<file path="src/rtl/mem_port_arbiter.sv">
// mem_port_arbiter
//   Two-requester arbiter in front of a single memory port. Requester 0 is
//   the fetch side and requester 1 is the data side. At most one transaction
//   is in flight. Ties are broken round-robin using a last-grant register.
//
// Ports
//   clk, rst               clock; synchronous active-high reset
//   rX_valid/ready         request handshake (X = 0 fetch, 1 data); ready only in IDLE
//   rX_addr/we/wdata       request fields, latched on the accept edge
//   rX_rsp                 one-cycle completion pulse to the owner
//   rsp_rdata              registered read data shared by both requesters
//   mem_req/ready          memory request handshake (req high only in ISSUE)
//   mem_addr/we/wdata      latched request fields presented to memory
//   mem_rvalid/rdata       read return, honoured only in WAIT
//   sel                    current owner; drives downstream 2:1 muxes
module mem_port_arbiter #(
  parameter int WIDTH  = 32,
  parameter int ADDR_W = 32
) (
  input  logic              clk,
  input  logic              rst,
  input  logic              r0_valid,
  input  logic              r1_valid,
  output logic              r0_ready,
  output logic              r1_ready,
  input  logic [ADDR_W-1:0] r0_addr,
  input  logic [ADDR_W-1:0] r1_addr,
  input  logic              r0_we,
  input  logic              r1_we,
  input  logic [WIDTH-1:0]  r0_wdata,
  input  logic [WIDTH-1:0]  r1_wdata,
  output logic              r0_rsp,
  output logic              r1_rsp,
  output logic [WIDTH-1:0]  rsp_rdata,
  output logic              mem_req,
  input  logic              mem_ready,
  output logic [ADDR_W-1:0] mem_addr,
  output logic              mem_we,
  output logic [WIDTH-1:0]  mem_wdata,
  input  logic              mem_rvalid,
  input  logic [WIDTH-1:0]  mem_rdata,
  output logic              sel
);

  typedef enum logic [1:0] {S_IDLE, S_ISSUE, S_WAIT} state_e;

  state_e              state_q;
  logic                sel_q;
  logic                last_q;   // requester granted most recently
  logic [ADDR_W-1:0]   addr_q;
  logic                we_q;
  logic [WIDTH-1:0]    wdata_q;
  logic [WIDTH-1:0]    rdata_q;
  logic                r0_rsp_q;
  logic                r1_rsp_q;

  logic idle;
  logic gnt1;
  logic accept;

  // Ready is suppressed while rst is high so nothing is accepted on a reset edge.
  assign idle   = (state_q == S_IDLE) && !rst;
  // Requester 1 wins when alone, or on a tie when requester 0 went last.
  assign gnt1   = r1_valid && (!r0_valid || !last_q);
  assign r1_ready = idle && gnt1;
  assign r0_ready = idle && r0_valid && !gnt1;
  assign accept = r0_ready || r1_ready;

  always_ff @(posedge clk) begin
    if (rst) begin
      state_q  <= S_IDLE;
      sel_q    <= 1'b0;
      last_q   <= 1'b1;
      addr_q   <= '0;
      we_q     <= 1'b0;
      wdata_q  <= '0;
      rdata_q  <= '0;
      r0_rsp_q <= 1'b0;
      r1_rsp_q <= 1'b0;
    end else begin
      r0_rsp_q <= 1'b0;
      r1_rsp_q <= 1'b0;
      case (state_q)
        S_IDLE: begin
          if (accept) begin
            sel_q   <= gnt1;
            last_q  <= gnt1;
            addr_q  <= gnt1 ? r1_addr  : r0_addr;
            we_q    <= gnt1 ? r1_we    : r0_we;
            wdata_q <= gnt1 ? r1_wdata : r0_wdata;
            state_q <= S_ISSUE;
          end
        end
        S_ISSUE: begin
          if (mem_ready) begin
            if (we_q) begin
              // Write is done once memory takes it; acknowledge next cycle.
              r0_rsp_q <= !sel_q;
              r1_rsp_q <= sel_q;
              state_q  <= S_IDLE;
            end else begin
              state_q  <= S_WAIT;
            end
          end
        end
        S_WAIT: begin
          if (mem_rvalid) begin
            rdata_q  <= mem_rdata;
            r0_rsp_q <= !sel_q;
            r1_rsp_q <= sel_q;
            state_q  <= S_IDLE;
          end
        end
        default: state_q <= S_IDLE;
      endcase
    end
  end

  assign mem_req   = (state_q == S_ISSUE);
  assign mem_addr  = addr_q;
  assign mem_we    = we_q;
  assign mem_wdata = wdata_q;
  assign rsp_rdata = rdata_q;
  assign r0_rsp    = r0_rsp_q;
  assign r1_rsp    = r1_rsp_q;
  assign sel       = sel_q;

endmodule

</file>
<file path="config.mk">
export PLATFORM = sky130hd
export DESIGN_NAME = mem_port_arbiter
export DESIGN_NICKNAME = d
export VERILOG_FILES = /design/src/rtl/mem_port_arbiter.sv
export SDC_FILE = /design/constraint.sdc
export NUM_CORES = 1
export LEC_CHECK = 0
export BUFFER_PORTS_ARGS = -buffer_cell sky130_fd_sc_hd__buf_2
export CAP_MARGIN = 20
export CELL_PAD_IN_SITES_DETAIL_PLACEMENT = 1
export CELL_PAD_IN_SITES_GLOBAL_PLACEMENT = 1
export CORE_MARGIN = 2
export CORE_UTILIZATION = 33
export CTS_CLUSTER_SIZE = 14
export DETAILED_ROUTE_END_ITERATION = 8
export MAX_ROUTING_LAYER = met4
export PLACE_DENSITY = 0.95
export SLEW_MARGIN = 20
export SYNTH_ARGS = -nofsm -noshare
export SYNTH_HDL_FRONTEND = slang
export SYNTH_SLANG_ARGS = --single-unit
</file>
<file path="constraint.sdc">
create_clock -name clk -period 3.7 [get_ports clk]
set_clock_uncertainty 0.2 [all_clocks]
set_input_delay 0.185 -clock clk [delete_from_list [all_inputs] [get_ports clk]]
set_output_delay 0.185 -clock clk [all_outputs]
set_load 0.02 [all_outputs]
</file>
Word level (Yosys, flattened, before mapping) --
Index checks and enable logic that the tools add are counted.
Word-level totals: output and inout bits 103, input port bits 168, register bits 103
Cells by class: equal/unequal tests 5, mux-type cells 16, reductions and logical operators 16
Operators by type and width (count):
- two-way mux 32 bit | 2
- two-way mux 2 bit | 4
- two-way mux 1 bit | 7
- case mux 2 bit (3 select lines) | 1
- logical AND 1 bit | 5
- zero test 1 bit | 5
- != test 2 bit (second input constant) | 2
- case mux 1 bit (2 select lines) | 2
- AND reduction 2 bit | 2
- AND reduction 3 bit | 1
- == test 2 x 1 -> 1 bit (second input constant) | 1
- == test 2 bit (second input constant) | 1
- zero test 2 bit | 1
- logical OR 1 bit | 2
- != test 2 x 1 -> 1 bit (second input constant) | 1

Logic depth before layout (Yosys ltp) --
Gate-level depths: netlist of the first run.
word-level depth 8, depth in mapped cells 7, gate-level depth less buffers 5

Least setup slack after synthesis of the first run --
Ideal clock, no wire load.
path kind register to output, from register last_q, to output port r0_ready, path buffers 3, cell stages (with the launch flop) 6, path slack 1.788 ns, data arrival time 1.527 ns, path through dfxtp_1 > a21boi_1 > buf_2 > buf_8 > buf_8 > nor4bb_1
On the way: longest elaborated chain between the ends 5
RTL lines:
- from (decl) | RTL line 49 | logic last_q;
- from (signal assigned) | RTL line 87 | last_q <= gnt1;
- zero test 1 bit | RTL line 64 | assign gnt1 = r1_valid && (!r0_valid || !last_q);
- logical OR 1 bit | RTL line 64
- logical AND 1 bit | RTL line 64
- zero test 1 bit | RTL line 66 | assign r0_ready = idle && r0_valid && !gnt1;
- logical AND 1 bit | RTL line 66
- to (decl) | RTL line 24 | output logic r0_ready,
No other way between the ends.

Final worst setup path of the first run --
from input port r1_valid, to register addr_q[13] (netlist: mem_addr[13])
On the way: longest elaborated chain between the ends 5
RTL lines:
- from (decl) | RTL line 23 | input logic r1_valid,
- logical AND 1 bit * | RTL line 64
- zero test 1 bit | RTL line 66
- logical AND 1 bit | RTL line 66
- logical OR 1 bit | RTL line 67 | assign accept = r0_ready || r1_ready;
- AND reduction 2 bit (no source line)
- to (signal assigned) | RTL line 88 | addr_q <= gnt1 ? r1_addr : r0_addr;
- to (decl) | RTL line 50 | logic [ADDR_W-1:0] addr_q;
Mark *: on every way between the ends. The rest lies on a longest branch, timed or not. A chain may end at the register's enable or synchronous reset.

==> summary.txt, run 1 <==
Outcome
  – Status: finished, final reports clean

Finish
  – Fillers: 1,572
  – Area Overhead vs Synth: 54.6%
  – Register area: 2060 um^2
  – Core Util, Final: between 50% and 60%
  – Multi-input logic area: 2190 um^2
  – Share of cells above drive strength 1: between 40% and 50%
  – Number of nets in the layout: 956
  – # diodes: 0

Logic synthesis
  – Mapped Area: 4480 um^2
  – Area share of fa/ha/maj cells after synthesis: under 10%
  – Mapped Cells: 467
  – Post-synthesis xor/xnor area fraction: 0%
  – Synth Net Count: 639
  – Sequential area share after synthesis: 46.0%
  – Synth warn: 0
  – Mux cell area share after synthesis: 15.0%
  – Largest family of logic cells by synthesized area: compound AO/OA/AOI/OAI gates
  – Yosys reg bits: 103
  – Avg Inst Size Synth: about 9.6 um^2
  – Synth Area in Simple Gates: 12.9%
  – Post-synthesis cell type count: 28
  – Synth Area in Compound Gates: approximately a fifth

Global routing
  – Congestion Overflow GR: 0
  – Top Usage Layer GRT: met2
  – Antenna violations before repair: 0
  – Largest net degree at the start of global routing: 103
  – Number of global-route vias before repair: 4,995
  – GRT Total Usage: between 20 and 25%
  – Global-route wire length before repair: 25,000 um
  – Met2 global-route usage: 40.4%
  – Routing usage on met1: approximately a quarter
  – Met3 GRT Util: under 10%

Placed design
  – Routability cong.: 0.762
  – Hpwl dp: between 10,000 and 15,000 um
  – Port bufs: 270

Die
  – I/O pins: 271
  – Die area: 14,500 um^2
  – Num rows: 42
  – Core region area: 13,200 um^2
  – Die width: between 100 and 150 um
  – Initial Util: 33.9%
  – Die Ht: approximately 120 um

Worst setup path
  – Critical path type: in -> reg
  – Max FO, Critical Path: 35
  – R2R Path End: mem_addr[13]$_SDFFE_PP0P_
  – CP startpoint kind: input port
  – R2R depth: 5
  – Arrival time at the worst endpoint: ~2600 ps
  – Crit. Startpoint: r1_valid
  – Reg2Reg Setup Slack: 1300 ps
  – Worst EP required: 3740 ps
  – Critical Path End Type: flop
  – Reg-to-Reg Start: last_q$_SDFFE_PP1P_

Pwr
  – Share of total power in sequential cells: 37.3%
  – Internal power: 2.45 mW
  – Pwr dens: between 500 and 600 nW/um^2
  – NetSw: 1.34 mW
  – Comb power frac: 35.7%
  – Lkg Pwr: 3.18 nW
  – Switching Fraction: 35.4%
  – Worst IR Drop VDD: roughly 0.26 mV
  – Clock network power share: between 20% and 30%

Clocking
  – Clock Sinks: between 100 and 150
  – Worst skew pair latency: between 300 and 400 ps
  – CTS max path bufs: 2
  – TritonCTS buffer count: 9
  – Post-CTS setup buffers: 0
  – Max H-tree Level: 3
  – CTS tree: yes
  – Clock root buffer: clkbuf_16
  – Clk slew on worst S/H paths: roughly 70 ps

Routing
  – Routed WL: 16,200 um
  – DR pass1 iterations: 4
  – WL/cell: 16.8 um
  – Via Count: 4,679
  – Antenna Nets Post-Route: 0
  – DR iter-0 viols: 209
  – DRC viols: 0
  – Vias per Instance: 4.85

Timing
  – Final min period: 2600 ps
  – Highest Clock Rate: 384 MHz
  – Final worst path period share: between 70% and 80%
  – Rel. slew slack: 26.3%
  – Final setup TNS: 0 ps
  – Least-Margin Pin Slew: 1100 ps
  – Max-slew violations: 0
  – Fin. Hold Viols: 0
  – Setup-failing EPs final: 0
  – RSZ-0062 raised after global routing: false

Hold path
  – Worst Hold Class: in -> reg
  – Worst hold endpoint: mem_addr[19]$_SDFFE_PP0P_
  – HP Start: r1_addr[19]
  – Worst Hold Depth: 3

Flow run
  – Max Cap Viol: 0
worst max-delay path, cell delays in order:
cell and delay, ps:
dlygate4sd3_1 540, buf_2 130, a21boi_4 170, buf_4 490
mux2i_1 170, dlygate4sd3_1 620, a211oi_1 310
flip-flops by register name, indices dropped and copies added (netlist names):
signal / count
state_q: 2
r1_rsp: 1
last_q: 1
r0_rsp: 1
mem_we: 1
mem_addr: 32
rsp_rdata: 32
mem_wdata: 32
sel: 1
worst max path at each step:
stage,endpoint,cells past startpoint
floorplan,r0_ready,5
global placement,mem_addr[19]$_SDFFE_PP0P_,6
detailed placement,mem_addr[20]$_SDFFE_PP0P_,6
CTS,mem_wdata[29]$_SDFFE_PP0P_,7
global route,mem_addr[13]$_SDFFE_PP0P_,7
finish,mem_addr[13]$_SDFFE_PP0P_,7
routing by layer:
layer,share of wire [%],vias up,wire [um]
met5,0,-,0
met4,2.3,0,381
met3,6.0,33,974
met2,52,187,8370
met1,40,2204,6500
li1,-,2255,-
cells in the final DEF, fill, tap and decap left out, types with 2 or more instances in the layout:
| cell | n |
|---|---|
| a21oi_1 | 32 |
| bufinv_16 | 2 |
| dlygate4sd3_1 | 70 |
| a211oi_2 | 37 |
| clkbuf_16 | 9 |
| buf_2 | 269 |
| nand2_1 | 71 |
| inv_1 | 5 |
| nor2_1 | 67 |
| ha_1 | 4 |
| dfxtp_1 | 103 |
| a211oi_1 | 28 |
| clkinv_2 | 2 |
| mux2i_1 | 67 |
| buf_4 | 6 |
cell usage after synthesis:
master | instances | area, um^2
dfxtp_1 | 103 | 2060
nand2_1 | 71 | 267
mux2i_1 | 67 | 671
nor2_1 | 67 | 251
a211oi_2 | 37 | 463
a21oi_1 | 32 | 160
a211oi_1 | 28 | 210
clkbuf_1 | 20 | 75.1
buf_2 | 11 | 55.1
inv_1 | 5 | 18.8
buf_4 | 4 | 30.0
ha_1 | 4 | 50.1
buf_8 | 2 | 30.0
clkbuf_4 | 2 | 15.0
a21boi_1 | 1 | 7.51
a22oi_1 | 1 | 7.51
a31oi_1 | 1 | 6.26
and2_1 | 1 | 6.26
and3_1 | 1 | 6.26
and4b_1 | 1 | 10.0
buf_12 | 1 | 20.0
nor3b_2 | 1 | 12.5
nor4b_1 | 1 | 8.76
nor4bb_1 | 1 | 10.0
o211ai_1 | 1 | 7.51
o21ai_0 | 1 | 5.00
o221a_2 | 1 | 11.3
or3_1 | 1 | 6.26
timing repair:
item / in CTS / in global routing
setup endpoints to repair: 0 / 0
hold buffers: 70 / 0
hold endpoints to repair: 54 / 0
gates resized for setup: 0 / 0
cells by family after synthesis:
family	after synthesis
compound gates	103
fa+ha+maj	4
buf+inv	45
flops	103
mux	67
simple gates	145
final cells by class:
class	instances	share of cell area, %
Sequential cell	103	29.8
Clock inverter	5	1.14
Timing Repair Buffer	346	30.5
Multi-Input combinational cell	319	31.7
Tap cell	176	3.18
Inverter	5	0.271
Clock buffer	11	3.50
power by group through the flow:
stage	clock network, mW	registers (mW)	logic [mW]
6_report	1.02	1.42	1.36
5_1_grt	1.10	1.44	1.46
4_1_cts	1.05	1.41	1.34
3_5_place_dp	0	1.43	1.27
3_3_place_gp	0	1.42	1.23
2_1_floorplan	0	1.65	0.639
metrics by stage:
step / cells / total power, mW / instance area [um^2] / hold slack, ps / setup slack [ps]
final: 965 / 3.80 / 6930 / 4.50 / 1100
after global routing: 965 / 4.01 / 6930 / 18.5 / 1020
after CTS: 965 / 3.80 / 6930 / 0.235 / 1260
after detailed placement: 879 / 2.70 / 5910 / 234 / 1580
after global placement: 879 / 2.65 / 5910 / 227 / 1690
after floorplan: 467 / 2.29 / 4480 / 121 / 1790
Power figures use the tool's default switching activity.
==> inputs of run 2 (changes only) <==
--- a/config.mk
+++ b/config.mk
@@ -10,11 +10,11 @@
 export CELL_PAD_IN_SITES_DETAIL_PLACEMENT = 1
 export CELL_PAD_IN_SITES_GLOBAL_PLACEMENT = 1
 export CORE_MARGIN = 2
-export CORE_UTILIZATION = 33
+export CORE_UTILIZATION = 28
 export CTS_CLUSTER_SIZE = 14
 export DETAILED_ROUTE_END_ITERATION = 8
 export MAX_ROUTING_LAYER = met4
-export PLACE_DENSITY = 0.95
+export PLACE_DENSITY = 0.87
 export SLEW_MARGIN = 20
 export SYNTH_ARGS = -nofsm -noshare
 export SYNTH_HDL_FRONTEND = slang
==> constraint.sdc (replaced) <==
create_clock -name clk -period 2.3 [get_ports clk]
set_clock_uncertainty 0.2 [all_clocks]
set_input_delay 0.115 -clock clk [delete_from_list [all_inputs] [get_ports clk]]
set_output_delay 0.115 -clock clk [all_outputs]
set_load 0.02 [all_outputs]
==> summary.txt, run 2 (same netlist as run 1, synthesis figures left out) <==
Worst setup path
  – R2R Path End: mem_addr[16]$_SDFFE_PP0P_
  – Max FO, Critical Path: 11 (-69%)
  – Arrival time at the worst endpoint: 2290 ps (-350 ps)
  – Reg-to-Reg Start: last_q$_SDFFE_PP1P_
  – Slowest CP cell: dlygate4sd3_1
  – Worst EP required: 2340 ps (-1400 ps)
  – Cell Chain, Critical Path: dlygate4sd3_1 -> buf_2 -> a21boi_4 -> buf_4 -> clkbuf_16 -> mux2i_1 -> dlygate4sd3_1 -> a211oi_1
  – R2R depth: 6 (+1)
  – CP startpoint kind: input port
  – Most frequent CP cell: dlygate4sd3_1
  – Reg2Reg Setup Slack: 160 ps (-1140 ps)
  – Peak per-stage delay on the critical path: 560 ps (-60 ps)
  – Critical Path End Type: flop
  – Critical path type: in -> reg

Clocking
  – Clock root buffer: clkbuf_16
  – Clock Sinks: 103 (unchanged)
  – Clk slew on worst S/H paths: 80 ps (about the same)
  – TritonCTS buffer count: 9 (unchanged)
  – Worst skew pair latency: 350 ps (about the same)
  – Max H-tree Level: 3 (unchanged)
  – CTS tree: yes
  – CTS max path bufs: 2 (unchanged)

Placed design
  – Routability cong.: 0.736 (-3.4%)
  – Placed Instances: 923 (+5.0%)
  – Hpwl dp: 10,700 um (+3.8%)
  – Setup WS pre-CTS: 172 ps (-1400 ps)
  – Port bufs: 270 (unchanged)

Global routing
  – Largest net degree at the start of global routing: 59 (-43%)
  – Antenna violations before repair: 5 (+5)
  – Global-route wire length before repair: 30,000 um (+20%)
  – Number of global-route vias before repair: 5,938 (+19%)
  – Congestion Overflow GR: 0 (unchanged)
  – GRT Total Usage: 23.8% (+1.3 points)

Flow run
  – Max Cap Viol: 0 (unchanged)

Hold path
  – Worst Hold Depth: 3 (unchanged)
  – Worst hold endpoint: mem_addr[13]$_SDFFE_PP0P_
  – Worst Hold Class: in -> reg
  – HP Start: r1_addr[13]

Die
  – Num rows: 46 (+9.5%)
  – I/O pins: 271 (unchanged)
  – Initial Util: 28.4% (-5.4 points)
  – Die width: 131 um (+8.3%)
  – Die area: 17,000 um^2 (+17%)
  – Core region area: 15,800 um^2 (+19%)
  – Die Ht: 131 um (+8.3%)

Routing
  – WL/cell: 18.7 um (+11%)
  – Via Count: 5,281 (+13%)
  – DR pass1 iterations: 4 (unchanged)
  – Antenna Nets Post-Route: 0 (unchanged)
  – DR iter-0 viols: 128 (-39%)
  – DRC viols: 0 (unchanged)
  – Vias per Instance: 4.72 (-2.6%)
  – Routed WL: 21,000 um (+29%)

Timing
  – Fin. Hold Viols: 0 (unchanged)
  – Final min period: between 2000 and 2500 ps
  – Rel. slew slack: 45.5% (+19 points)
  – Highest Clock Rate: 443 MHz
  – Max-slew violations: 0 (unchanged)
  – Least-Margin Pin Slew: 818 ps (-284 ps)
  – Final worst path period share: 98.1%
  – Setup-failing EPs final: 0 (unchanged)
  – Hold WS: 41.6 ps (+37.1 ps)
  – PnR worst setup slack: 42.8 ps (-1050 ps)

Finish
  – Share of cells above drive strength 1: 38.4% (-3.5 points)
  – Area Overhead vs Synth: 80.3%
  – Post-route insts no fill: 1,118 (+16%)
  – Number of nets in the layout: 1,062 (+11%)
  – Most common cell after layout, fill and taps aside: buf_2
  – Commonest non-fill, non-tap cells in the layout: buf_2 (269), dlygate4sd3_1 (166), dfxtp_1 (103), nand2_1 (71)

Pwr
  – Pwr dens: 782 nW/um^2 (+43%)
  – Worst IR Drop VDD: 0.477 mV (+85%)
  – Total power: 6.32 mW (+67%)
  – Lkg Pwr: 3.64 nW (+14%)

Outcome
  – Status: finished, final reports clean
## run 2: cell count changes in the layout (fill, tap and decap cells not counted), sizes merged, moves of 2 or more
| cell | before | now |
|---|---|---|
| dlygate4sd3 | 70 | 166 |
| diode | 0 | 7 |
| buf | 276 | 284 |
| bufinv | 2 | 0 |
## run 2: worst max-delay path by stage
stage                             from                    endpoint  slack (ps)  depth (start not counted)
2_1_floorplan      last_q$_SDFFE_PP1P_                    r0_ready         460                          5
3_3_place_gp   state_q[0]$_SDFFE_PP0P_   mem_addr[31]$_SDFFE_PP0P_         360                          6
3_5_place_dp   state_q[0]$_SDFFE_PP0P_   mem_addr[22]$_SDFFE_PP0P_         170                          6
4_1_cts                       r0_valid         mem_we$_SDFFE_PP0P_          50                          7
5_1_grt                       r1_valid  mem_wdata[30]$_SDFFE_PP0P_          -6                          8
6_report                      r1_valid   mem_addr[16]$_SDFFE_PP0P_          40                          8
## run 2: where the power goes
part | switching (mW) | internal [mW]
clock network | 0.740 | 0.772
logic | 1.44 | 1.09
registers | 0.181 | 2.10
## run 2: cell type report
cell class,instances,area [um^2]
diodes,7,17.5
flip-flops and latches,103,2060
multi-input cells,319,2200
repair buffers,452,3230
inverters,5,18.8
well taps,216,270
clock buffers,10,239
fillers,1894,7690
clock inverters,6,43.8
## run 2: stage by stage
stage	setup TNS (ps)	area (um^2)	util (%)
2_1_floorplan	0	4480	-
3_3_place_gp	0	6020	38.2
3_5_place_dp	0	6020	38.2
4_1_cts	0	7970	50.5
5_1_grt	-12.0	8080	51.2
6_report	0	8080	51.3
## run 2: worst max-delay path, delay by kind of cell
| kind | cells | cell delay (ps) |
|---|---|---|
| muxes | 1 | 130 |
| buffers and inverters | 5 | 1620 |
| AOI/OAI and AO/OA | 2 | 430 |
## run 2: what timing repair did
item                       4_1_cts  5_1_grt
setup endpoints to repair        0       37
resized for setup                0        4
setup buffers                    0        4
hold endpoints to repair       101        0
hold buffers                   166        0
## run 2: layer usage
layer | vias up | wire (um) | GRT usage (%) | part of all wire, %
li1 | 2477 | - | - | -
met1 | 2485 | 7380 | 22.3 | 35
met2 | 226 | 11400 | 44.7 | 54
met3 | 93 | 913 | 3.58 | 4.4
met4 | 0 | 1250 | 15.6 | 6.0
met5 | - | 0 | - | 0
==> inputs of run 3 (changes only) <==
--- a/config.mk
+++ b/config.mk
@@ -15,6 +15,7 @@
 export DETAILED_ROUTE_END_ITERATION = 8
 export MAX_ROUTING_LAYER = met4
 export PLACE_DENSITY = 0.87
+export SETUP_SLACK_MARGIN = 0.2
 export SLEW_MARGIN = 20
 export SYNTH_ARGS = -nofsm -noshare
 export SYNTH_HDL_FRONTEND = slang
==> summary.txt, run 3 (same netlist as run 1, synthesis figures left out) <==
Outcome
  – Status: finished, final reports clean

Routing
  – Via Count: 5,327 (+0.87%)
  – WL/cell: 18.9 um (+0.95%)
  – Antenna Nets Post-Route: 0 (unchanged)
  – Vias per Instance: 4.76 (+0.69%)
  – Routed WL: 21,200 um (+1.1%)
  – DRC viols: 0 (unchanged)
  – DR pass1 iterations: 4 (unchanged)
  – DR iter-0 viols: 101 (-21%)

Finish
  – Commonest non-fill, non-tap cells in the layout: buf_2 (269), dlygate4sd3_1 (166), dfxtp_1 (103), nand2_1 (71), nor2_1 (67)
  – Multi-input logic area: 2210 um^2 (+0.28%)
  – Number of nets in the layout: 1,064 (+0.19%)
  – Register area: 2060 um^2 (unchanged)
  – Most common cell after layout, fill and taps aside: buf_2
  – Area Overhead vs Synth: 80.2% (about the same)
  – Fillers: 1,879 (-0.79%)
  – Share of cells above drive strength 1: 38.6% (+0.14 points)
  – Core Util, Final: 51.2% (about the same)
  – Post-route insts no fill: 1,120 (+0.18%)

Worst setup path
  – Critical path type: in -> reg
  – Bufs and invs on worst path: 4 (-1)
  – Max FO, Critical Path: 4 (-7)
  – CP startpoint kind: input port
  – Most frequent CP cell: dlygate4sd3_1
  – Slowest CP cell: dlygate4sd3_1
  – Critical Path End Type: flop
  – CP top delay family: buffers and inverters
  – Cell Chain, Critical Path: dlygate4sd3_1 -> buf_2 -> a21boi_4 -> buf_8 -> mux2i_2 -> dlygate4sd3_1 -> a211oi_1
  – Worst EP required: 2310 ps (-30 ps)
  – Arrival time at the worst endpoint: 2030 ps (-260 ps)
  – Peak per-stage delay on the critical path: 570 ps (about the same)

Global routing
  – Congestion Overflow GR: 0 (unchanged)
  – Number of global-route vias before repair: 5,910 (-0.47%)
  – Global-route wire length before repair: 30,800 um (+2.6%)
  – GRT Total Usage: 24.6% (+0.84 points)
  – Antenna violations before repair: 7 (+2)
  – Largest net degree at the start of global routing: 59 (unchanged)

Clocking
  – Max H-tree Level: 3 (unchanged)
  – CTS max path bufs: 2 (unchanged)
  – Worst skew pair latency: 340 ps (about the same)
  – Clk slew on worst S/H paths: 70 ps (about the same)
  – Clock Sinks: 103 (unchanged)
  – Clock root buffer: clkbuf_16
  – TritonCTS buffer count: 9 (unchanged)
  – CTS tree: yes

Die
  – Core region area: 15,800 um^2 (unchanged)
  – Initial Util: 28.4% (unchanged)
  – Die Ht: 131 um (unchanged)
  – Num rows: 46 (unchanged)
  – I/O pins: 271 (unchanged)
  – Die width: 131 um (unchanged)
  – Die area: 17,000 um^2 (unchanged)

Pwr
  – Worst IR Drop VDD: 0.412 mV (-14%)
  – Lkg Pwr: 3.64 nW (about the same)
  – Pwr dens: 774 nW/um^2 (-0.98%)

Placed design
  – Routability cong.: 0.736 (unchanged)
  – Hpwl dp: 10,700 um (unchanged)
  – Port bufs: 270 (unchanged)
  – Placed Instances: 923 (unchanged)

Timing
  – Highest Clock Rate: 495 MHz (+12%)
  – Setup-failing EPs final: 0 (unchanged)
  – Final min period: 2020 ps (-236 ps)
  – RSZ-0062 raised after global routing: false
  – Final setup TNS: 0 ps (unchanged)
  – Fin. Hold Viols: 0 (unchanged)
  – Least-Margin Pin Slew: 827 ps (+9.29 ps)
  – Final worst path period share: 87.9% (-10 points)
  – Max-slew violations: 0 (unchanged)
  – Rel. slew slack: 44.9% (-0.62 points)

Flow run
  – Max Cap Viol: 0 (unchanged)

Hold path
  – Worst Hold Class: in -> reg
-- run 3: area by class of cell --
type	count	area share [%]
repair buffers	454	39.8
multi-input cells	319	27.4
well taps	216	3.35
diodes	7	0.217
inverters	5	0.232
clock inverters	6	0.542
clock buffers	10	2.96
flip-flops and latches	103	25.5
-- run 3: metal layers --
metal,track usage [%],wire (um)
met1,23.3,7530
met2,43.5,10900
met3,4.80,1090
met4,19.6,1670
met5,-,0
-- run 3: tightest hold or removal path: stages --
cell and delay [ps]:
buf_2 100, mux2i_1 190, a211oi_1 110
-- run 3: path summary, 6_finish.rpt --
path | depth (start not counted) | start | endpoint | slack (ps)
worst max-delay path | 7 | r1_valid | mem_wdata[30]$_SDFFE_PP0P_ | 280
worst min register to register | 2 | rsp_rdata[30]$_SDFFE_PP0P_ | rsp_rdata[30]$_SDFFE_PP0P_ | 250
worst min-delay path | 3 | r0_addr[13] | mem_addr[13]$_SDFFE_PP0P_ | 20
worst max register to register | 6 | state_q[0]$_SDFFE_PP0P_ | mem_addr[22]$_SDFFE_PP0P_ | 360
-- run 3: per-stage QoR --
stage	hold WS [ps]	setup slack, ps	instance area [um^2]	total power [mW]
finish	15.4	279	8080	6.26
global placement	156	360	6020	4.32
floorplan	51.0	458	4480	3.69
CTS	19.9	256	7980	6.14
detailed placement	163	172	6020	4.40
global route	33.6	216	8080	6.63
-- run 3: where the power goes --
group / leakage, nW / total (mW) / switching (mW) / internal (mW)
clock network: 0.139 / 1.50 / 0.731 / 0.772
logic: 2.65 / 2.47 / 1.42 / 1.05
registers: 0.844 / 2.28 / 0.179 / 2.10
-- run 3: timing repair --
| item | 4_1_cts | 5_1_grt |
|---|---|---|
| endpoints found under the setup margin | 1 | 25 |
| cloned | 0 | 1 |
| hold buffers | 166 | 0 |
| gates resized for setup | 0 | 6 |
| pin swaps | 0 | 1 |
| endpoints found under the hold margin | 101 | 0 |
| buffers inserted | 2 | 5 |
